### src/rtl/ex_mem_pkg.sv
// Shared definitions for the expansion-weight memory sequencer.
package ex_mem_pkg;

  localparam int unsigned HEIGHT_EX = 938;
  localparam int unsigned IDX_W     = 10;
  localparam int unsigned CNT_W     = 10;

  typedef enum logic [1:0] {
    StIdle,
    StLoad,
    StRead,
    StDrain
  } ex_state_e;

endpackage

### src/rtl/ex_row_counter.sv
// Loadable row index / remaining-count pair shared by the LOAD and READ paths.
module ex_row_counter #(
  parameter int unsigned IdxW = 10,
  parameter int unsigned CntW = 10
) (
  input  logic            clk_i,
  input  logic            rst_i,
  input  logic            load_i,
  input  logic [IdxW-1:0] base_i,
  input  logic [CntW-1:0] count_i,
  input  logic            step_i,
  output logic [IdxW-1:0] idx_o,
  output logic            last_o
);

  logic [IdxW-1:0] idx_q, idx_d;
  logic [CntW-1:0] rem_q, rem_d;

  assign idx_o  = idx_q;
  assign last_o = (rem_q == CntW'(1));

  // Next index/count: load wins; the index is not advanced past the final row
  // so it always stays inside the checked range and holds the last row used.
  always_comb begin
    idx_d = idx_q;
    rem_d = rem_q;
    if (load_i) begin
      idx_d = base_i;
      rem_d = count_i;
    end else if (step_i) begin
      rem_d = rem_q - CntW'(1);
      if (!last_o) begin
        idx_d = idx_q + IdxW'(1);
      end
    end
  end

  // Counter state register.
  always_ff @(posedge clk_i) begin
    if (rst_i) begin
      idx_q <= '0;
      rem_q <= '0;
    end else begin
      idx_q <= idx_d;
      rem_q <= rem_d;
    end
  end

endmodule

### src/rtl/ex_weight_mem_ctrl.sv
// Command sequencer for the bneck 1x1 expansion-weight memory: LOAD streams
// loader rows into consecutive rows, READ returns one row per consumer request.
module ex_weight_mem_ctrl
  import ex_mem_pkg::*;
#(
  parameter int unsigned Height = HEIGHT_EX,
  parameter int unsigned IdxW   = IDX_W,
  parameter int unsigned CntW   = CNT_W
) (
  input  logic            clk_i,
  input  logic            rst_i,
  input  logic            wr_start_i,
  input  logic            rd_start_i,
  input  logic [IdxW-1:0] cmd_base_i,
  input  logic [CntW-1:0] cmd_count_i,
  input  logic            ld_valid_i,
  output logic            ld_ready_o,
  input  logic            row_req_i,
  output logic            row_valid_o,
  output logic            row_last_o,
  output logic [IdxW-1:0] mem_index_o,
  output logic            mem_en_o,
  output logic            mem_rd_o,
  output logic            mem_wr_o,
  output logic            busy_o,
  output logic            done_o,
  output logic            err_o
);

  localparam int unsigned SumW = CntW + 1;

  ex_state_e state_q, state_d;
  logic      done_q, done_d;
  logic      err_q, err_d;
  logic      row_valid_q, row_valid_d;
  logic      row_last_q, row_last_d;
  logic      cnt_load, cnt_step, cnt_last;
  logic      wr_issue, rd_issue;
  logic      out_of_range;
  logic [SumW-1:0] cmd_end;

  assign cmd_end      = SumW'(cmd_base_i) + SumW'(cmd_count_i);
  assign out_of_range = (cmd_end > SumW'(Height));

  ex_row_counter #(
    .IdxW(IdxW),
    .CntW(CntW)
  ) u_row_counter (
    .clk_i  (clk_i),
    .rst_i  (rst_i),
    .load_i (cnt_load),
    .base_i (cmd_base_i),
    .count_i(cmd_count_i),
    .step_i (cnt_step),
    .idx_o  (mem_index_o),
    .last_o (cnt_last)
  );

  // Next-state, command checking and memory strobe decode.
  always_comb begin
    state_d    = state_q;
    ld_ready_o = 1'b0;
    wr_issue   = 1'b0;
    rd_issue   = 1'b0;
    cnt_load   = 1'b0;
    cnt_step   = 1'b0;
    done_d     = 1'b0;
    err_d      = 1'b0;
    row_last_d = 1'b0;
    case (state_q)
      StIdle: begin
        // LOAD has priority when both strobes arrive together.
        if (wr_start_i || rd_start_i) begin
          if (out_of_range) begin
            err_d = 1'b1;
          end else if (cmd_count_i == '0) begin
            done_d = 1'b1;
          end else begin
            cnt_load = 1'b1;
            state_d  = wr_start_i ? StLoad : StRead;
          end
        end
      end
      StLoad: begin
        ld_ready_o = 1'b1;
        if (ld_valid_i) begin
          wr_issue = 1'b1;
          cnt_step = 1'b1;
          if (cnt_last) begin
            done_d  = 1'b1;
            state_d = StIdle;
          end
        end
      end
      StRead: begin
        if (row_req_i) begin
          rd_issue   = 1'b1;
          cnt_step   = 1'b1;
          row_last_d = cnt_last;
          if (cnt_last) begin
            state_d = StDrain;
          end
        end
      end
      StDrain: begin
        state_d = StIdle;
      end
      default: begin
        state_d = StIdle;
      end
    endcase
  end

  assign row_valid_d = rd_issue;

  // Control state and registered response flags.
  always_ff @(posedge clk_i) begin
    if (rst_i) begin
      state_q     <= StIdle;
      done_q      <= 1'b0;
      err_q       <= 1'b0;
      row_valid_q <= 1'b0;
      row_last_q  <= 1'b0;
    end else begin
      state_q     <= state_d;
      done_q      <= done_d;
      err_q       <= err_d;
      row_valid_q <= row_valid_d;
      row_last_q  <= row_last_d;
    end
  end

  assign mem_wr_o    = wr_issue;
  assign mem_rd_o    = rd_issue;
  assign mem_en_o    = wr_issue | rd_issue;
  assign row_valid_o = row_valid_q;
  assign row_last_o  = row_last_q;
  assign busy_o      = (state_q != StIdle);
  // READ completion coincides with the final row's data, seen during DRAIN.
  assign done_o      = done_q | (state_q == StDrain);
  assign err_o       = err_q;

endmodule

### config.mk
export PLATFORM = sky130hd
export DESIGN_NAME = ex_weight_mem_ctrl
export DESIGN_NICKNAME = d
export VERILOG_FILES = /design/src/rtl/ex_mem_pkg.sv /design/src/rtl/ex_row_counter.sv /design/src/rtl/ex_weight_mem_ctrl.sv
export SDC_FILE = /design/constraint.sdc
export NUM_CORES = 1
export LEC_CHECK = 0
export CORE_AREA = 2 2 64 66
export DETAILED_ROUTE_END_ITERATION = 10
export DIE_AREA = 0 0 66 68
export PLACE_DENSITY = 0.93
export SYNTH_ARGS = -nofsm -noshare
export SYNTH_HDL_FRONTEND = slang
export SYNTH_SLANG_ARGS = --single-unit
### constraint.sdc
create_clock -name clk_i -period 5.8 [get_ports clk_i]
set_input_delay 1.74 -clock clk_i [delete_from_list [all_inputs] [get_ports clk_i]]
set_output_delay 1.74 -clock clk_i [all_outputs]
set_load 0.01 [all_outputs]
Word-level counts from Yosys, hierarchy flattened
Index checks and enable logic that the tools add are counted.

Register bits after elaboration: 26. Input bits: 26. Output and inout port bits: 19. Word-level logic and storage cells: 69.

Add/subtract/negate cells: 3. Order comparisons: 1. Equality and inequality tests: 12. Multiplexer cells: 31. Bitwise logic cells: 6. Reductions and logical operators: 9.

Operator list (count): $mux 10 (5); $mux 2 (8); $ne 2x2->1 const B (8); $mux 1 (15); $add 10x10->11 (1); $gt 11x10->1 const B (1); $add 10x1->10 const B (1); $eq 10x1->1 const B (1); $logic_not 10->1 (1); $sub 10x1->10 const B (1); $pmux 2 s4 (1); $reduce_and 7->1 (1); $reduce_or 3->1 (2); $eq 2x2->1 const B (2); $not 1->1 (4); $pmux 1 s2 (2); $reduce_bool 2->1 (2); $eq 2x1->1 const B (1); $logic_not 2->1 (1); $or 1x1->1 (2); $reduce_and 2->1 (1); $logic_or 1x1->1 (1).

Depth between registers and ports, before layout
Word-level depth: 7. Gate-level depth with buffers: 12. Mapped depth without buffers: 11.

Hierarchy
Synthesis repeated with hierarchy kept, for this count alone.

Cell total of the unflattened synthesis: 239. Area, all modules: 1955.6 sq um.

Modules (own cells, without submodules): ex_row_counter (instances 1, cells each 133, area an instance 1128.6 sq um, sequential area each 400.4 sq um); ex_weight_mem_ctrl (instances 1, cells each 106, area an instance 827.0 sq um, sequential area each 120.1 sq um).

Least setup slack after synthesis
No wires, ideal clock.

Path kind: in2reg. Start point: input cmd_base_i[0]. End point: register u_row_counter.idx_q[3], in the netlist u_row_counter.idx_o[3]. Library setup time: 0.146 ns. Arrival: 4.017 ns. Data required time: 5.654 ns. Setup slack: 1.637 ns. Stages on the path: 12. Buffers on the path: 2. Path through: ha_1 > inv_1 > fa_1 > nor2b_1 > o22ai_1 > xor2_1 > a211o_1 > a2111oi_2 > or4_4 > buf_6 > buf_6 > a211oi_2.

Cells in the longest elaborated chain, start to end: 7. Elaborated cells on any way between the ends: 9. Those cells by class: add/sub (1); order compare (1); eq/ne (1); mux (4); reduce/logical (2).

Ends and longest elaborated chain: from (decl) (RTL line ex_weight_mem_ctrl.sv:14) `input logic [IdxW-1:0] cmd_base_i,`; $add 10x10->11 (*) (RTL line ex_weight_mem_ctrl.sv:42) `assign cmd_end = SumW'(cmd_base_i) + SumW'(cmd_count_i);`; $gt 11x10->1 (*) (RTL line ex_weight_mem_ctrl.sv:43) `assign out_of_range = (cmd_end > SumW'(Height));`; $mux 1 (*) (RTL line ex_weight_mem_ctrl.sv:74) `if (out_of_range) begin`; $mux 1 (*) (RTL line ex_weight_mem_ctrl.sv:73) `if (wr_start_i || rd_start_i) begin`; $mux 1 (*) (RTL line ex_weight_mem_ctrl.sv:70) `case (state_q)`; $ne 2x2->1 (no source line) or $reduce_bool 2->1 (tied branches); $reduce_and 2->1 (no source line); to (signal assigned) (RTL line ex_row_counter.sv:44) `idx_q <= idx_d;`; to (decl) (RTL line ex_row_counter.sv:16) `logic [IdxW-1:0] idx_q, idx_d;`.

Every way passes the cells marked *; elsewhere a longest branch is shown, timed or not. A chain may end at the register's enable or synchronous reset.

Worst setup path after layout
Start point: input cmd_count_i[0]. End point: register u_row_counter.rem_q[1].

Cells in the longest elaborated chain, start to end: 6. Elaborated cells on any way between the ends: 9. Those cells by class: add/sub (1); order compare (1); mux (5); reduce/logical (2).

Ends and longest elaborated chain: from (decl) (RTL line ex_weight_mem_ctrl.sv:15) `input logic [CntW-1:0] cmd_count_i,`; $add 10x10->11 or $logic_not 10->1 (tied branches) (RTL line ex_weight_mem_ctrl.sv:42, ex_weight_mem_ctrl.sv:76); $gt 11x10->1 or $mux 1 (tied branches) (RTL line ex_weight_mem_ctrl.sv:43, ex_weight_mem_ctrl.sv:76); $mux 1 (*) (RTL line ex_weight_mem_ctrl.sv:74); $mux 1 (*) (RTL line ex_weight_mem_ctrl.sv:73); $mux 1 (*) (RTL line ex_weight_mem_ctrl.sv:70); $mux 10 or $reduce_bool 2->1 (tied branches); to (signal assigned) (RTL line ex_row_counter.sv:45) `rem_q <= rem_d;`; to (decl) (RTL line ex_row_counter.sv:17) `logic [CntW-1:0] rem_q, rem_d;`.

Marks and branches as above.

==> results.json <==
{
  "status": "complete, no violations",
  "grt_pass1_vias": 1794,
  "pwr_density_cell_mw_per_mm2": 342,
  "first_iter_violations": 140,
  "cts_tree": "built",
  "dr.max_layer_used": "met4",
  "drv_cap": 0,
  "grt.overflow.total": 0,
  "ctsHtreeMaxLevel": 1,
  "core_sq_mm": 0.00386,
  "wirelength_mm": 4.69,
  "wl_met3_um": 189,
  "clk_latency_ps": 270,
  "synth_edf_count": 0,
  "skew_ps": 2.19,
  "p_comb_share_pct": 56.2,
  "p_leak_nw": 0.974,
  "max_freq_mhz": 204,
  "yosysMostFrequentCell": "nor2_1",
  "ys_top_cells_by_count": "nor2_1 (41), dfxtp_1 (26), a211oi_2 (20)",
  "gp_congestion": 0.924,
  "place_area_sq_mm": 0.00249,
  "grt_max_degree": 40,
  "hold_buffers": 0,
  "routed_via_density": 5.66,
  "tightest_slew_ps": 545,
  "root_buffer": "clkbuf_8",
  "worstHoldPathType": "flop to flop",
  "vias": 1852,
  "clockBufferDepth": 2,
  "cp_cell_sequence": "clkdlybuf4s50_1 > ha_1 > inv_1 > fa_1 > nand2b_1 > a2bb2oi_1 > o21ai_0 > a211o_1 > a2111oi_2 > or4_4 > mux2i_1 > nor2_1",
  "grt_usage_pct": 22.4,
  "antenna_found_initial": 0,
  "ys_seq_area_share_pct": 25.6,
  "power.internal_mw": 0.507,
  "place_inst": 324,
  "drtPass1Iterations": 4,
  "wire_per_inst_um": 14.3,
  "cp_top_family": "compound AO/OA/AOI/OAI gates",
  "synth.top_cell.area_share_pct": 25.6,
  "synth.net_count": 281,
  "initial_utilization_pct": 52.8,
  "min_period_ps": 4900,
  "area_growth_pct": 24.2,
  "required_ps": 5950,
  "critPathMaxFanout": 39,
  "clk_pin_slew_ps": 80,
  "row_count": 23,
  "io_pins": 45,
  "yosys.area.top_type": "dfxtp_1",
  "final_cells": 327,
  "dp_hpwl_mm": 3.73,
  "swShare_pct": 41.3,
  "fin_crit_sh_pct": 84.5,
  "antenna_cells": 0,
  "layout.nets": 323,
  "crit_arrival_ps": 5050,
  "wl_met2_mm": 2.35,
  "die_w_um": 66,
  "cts_buffers": 3,
  "async_reset_ff_share_pct": 0,
  "rsz0062_at_grt": "no",
  "tns_ps": 0,
  "fin_ws_ps": 898,
  "holdWs_ps": 564,
  "avgSynthCellArea_sq_um": 8.59,
  "critPathMaxStageDelay_ps": 550,
  "slowest_stage": "or4_4",
  "crit_type": "primary input to flop",
  "drc": 0,
  "cp-start-kind": "primary input",
  "post_cts_buffers": 0,
  "maxSlewViolCount": 0,
  "wl_met1_mm": 2.01,
  "postLayoutCellArea_sq_mm": 0.00253,
  "yosys-top-cells-area": "dfxtp_1 (26%), a211oi_2 (12%), ha_1 (10%), nor2_1 (7.6%), xor2_1 (5.6%)",
  "power_frac_clock_pct": 11.5,
  "relSlewSlack_pct": 63.2,
  "p_sw_mw": 0.358,
  "drive_gt1_share_pct": 11.6,
  "fin_util_pct": 65.5,
  "final_hold_viol_count": 0,
  "end_kind": "flop",
  "die_y_um": 68,
  "yosysWarnings": 0,
  "synth_flop_cell": "dfxtp_1",
  "pre_cts_ws_ps": 663,
  "ir_drop_mv": 0.202,
  "cts.sinks": 26,
  "port_buffers": 44,
  "yosys_register_bits": 26,
  "syn-cell-area_sq_mm": 0.00204,
  "syn_inst": 237,
  "path_buf_inv": 2,
  "setup_viol": 0,
  "power_mw": 0.865,
  "grt_first_pass_wirelength_mm": 7.88,
  "post_cts_resized": 0,
  "ys_types": 48,
  "ant_nets": 0,
  "die_area_sq_mm": 0.00449,
  "seq_power_share_pct": 32.3
}
## worst min-delay path, stage by stage, from the launching register on
cell	delay, ps
dfxtp_1	340
inv_1	110
a221oi_2	70
## worst paths after layout
kind / from / to / slack [ps] / cells past startpoint
hold reg to reg: state_q[1]$_SDFFE_PP0P_ / state_q[1]$_SDFFE_PP0P_ / 560 / 2
setup reg to reg: u_row_counter.rem_q[4]$_SDFFE_PP0P_ / state_q[0]$_SDFFE_PP0P_ / 3670 / 7
setup / recovery: cmd_count_i[0] / u_row_counter.rem_q[1]$_SDFFE_PP0P_ / 900 / 12
hold / removal: state_q[1]$_SDFFE_PP0P_ / state_q[1]$_SDFFE_PP0P_ / 560 / 2
## registers in the layout, indices dropped and copies added (netlist names)
name,flops
u_row_counter.idx_o,10
row_valid_o,1
err_o,1
state_q,2
row_last_o,1
done_q,1
u_row_counter.rem_q,10
## cells in the final DEF (no fill, tap or decap), types with 3 or more instances in the layout
cell,count
clkbuf_8,3
ha_1,17
nand2b_1,3
a21oi_1,4
xor2_1,13
nand3_1,4
dfxtp_1,26
nand4_1,4
a211oi_2,20
nand2_1,15
nor4_1,3
o21ai_0,8
xnor2_1,11
clkdlybuf4s50_1,44
inv_1,16
nor2_1,41
nor3_1,7
## logic make-up after synthesis
family / after synthesis / synth area share, %
simple gates: 91 / 21.1
flops: 26 / 25.6
buf+inv: 24 / 5.90
xor+xnor: 24 / 10.3
mux: 2 / 0.983
compound gates: 52 / 24.6
fa+ha+maj: 18 / 11.4
## cell type report
type,count,area (sq um)
tap,50,62.6
inverter,16,60.1
sequential,26,520
multi-input combinational,187,1400
fill,309,1330
timing repair buffer,45,448
clock buffer,3,41.3
## per-layer routing
layer  vias to the layer above  global-route usage [%]
met5                         -                       0
met4                         0                    11.2
met3                        15                    1.97
met2                        45                    38.9
met1                       875                    27.9
li1                        917                       -
## power groups by stage
stage	registers [mW]	clock network [mW]	logic, mW
final	0.280	0.0993	0.486
after global routing	0.285	0.109	0.535
after CTS	0.279	0.100	0.485
after detailed placement	0.282	0	0.479
after global placement	0.280	0	0.467
after floorplan	0.284	0	0.348
Note: power is estimated with default switching activity, not from simulation.
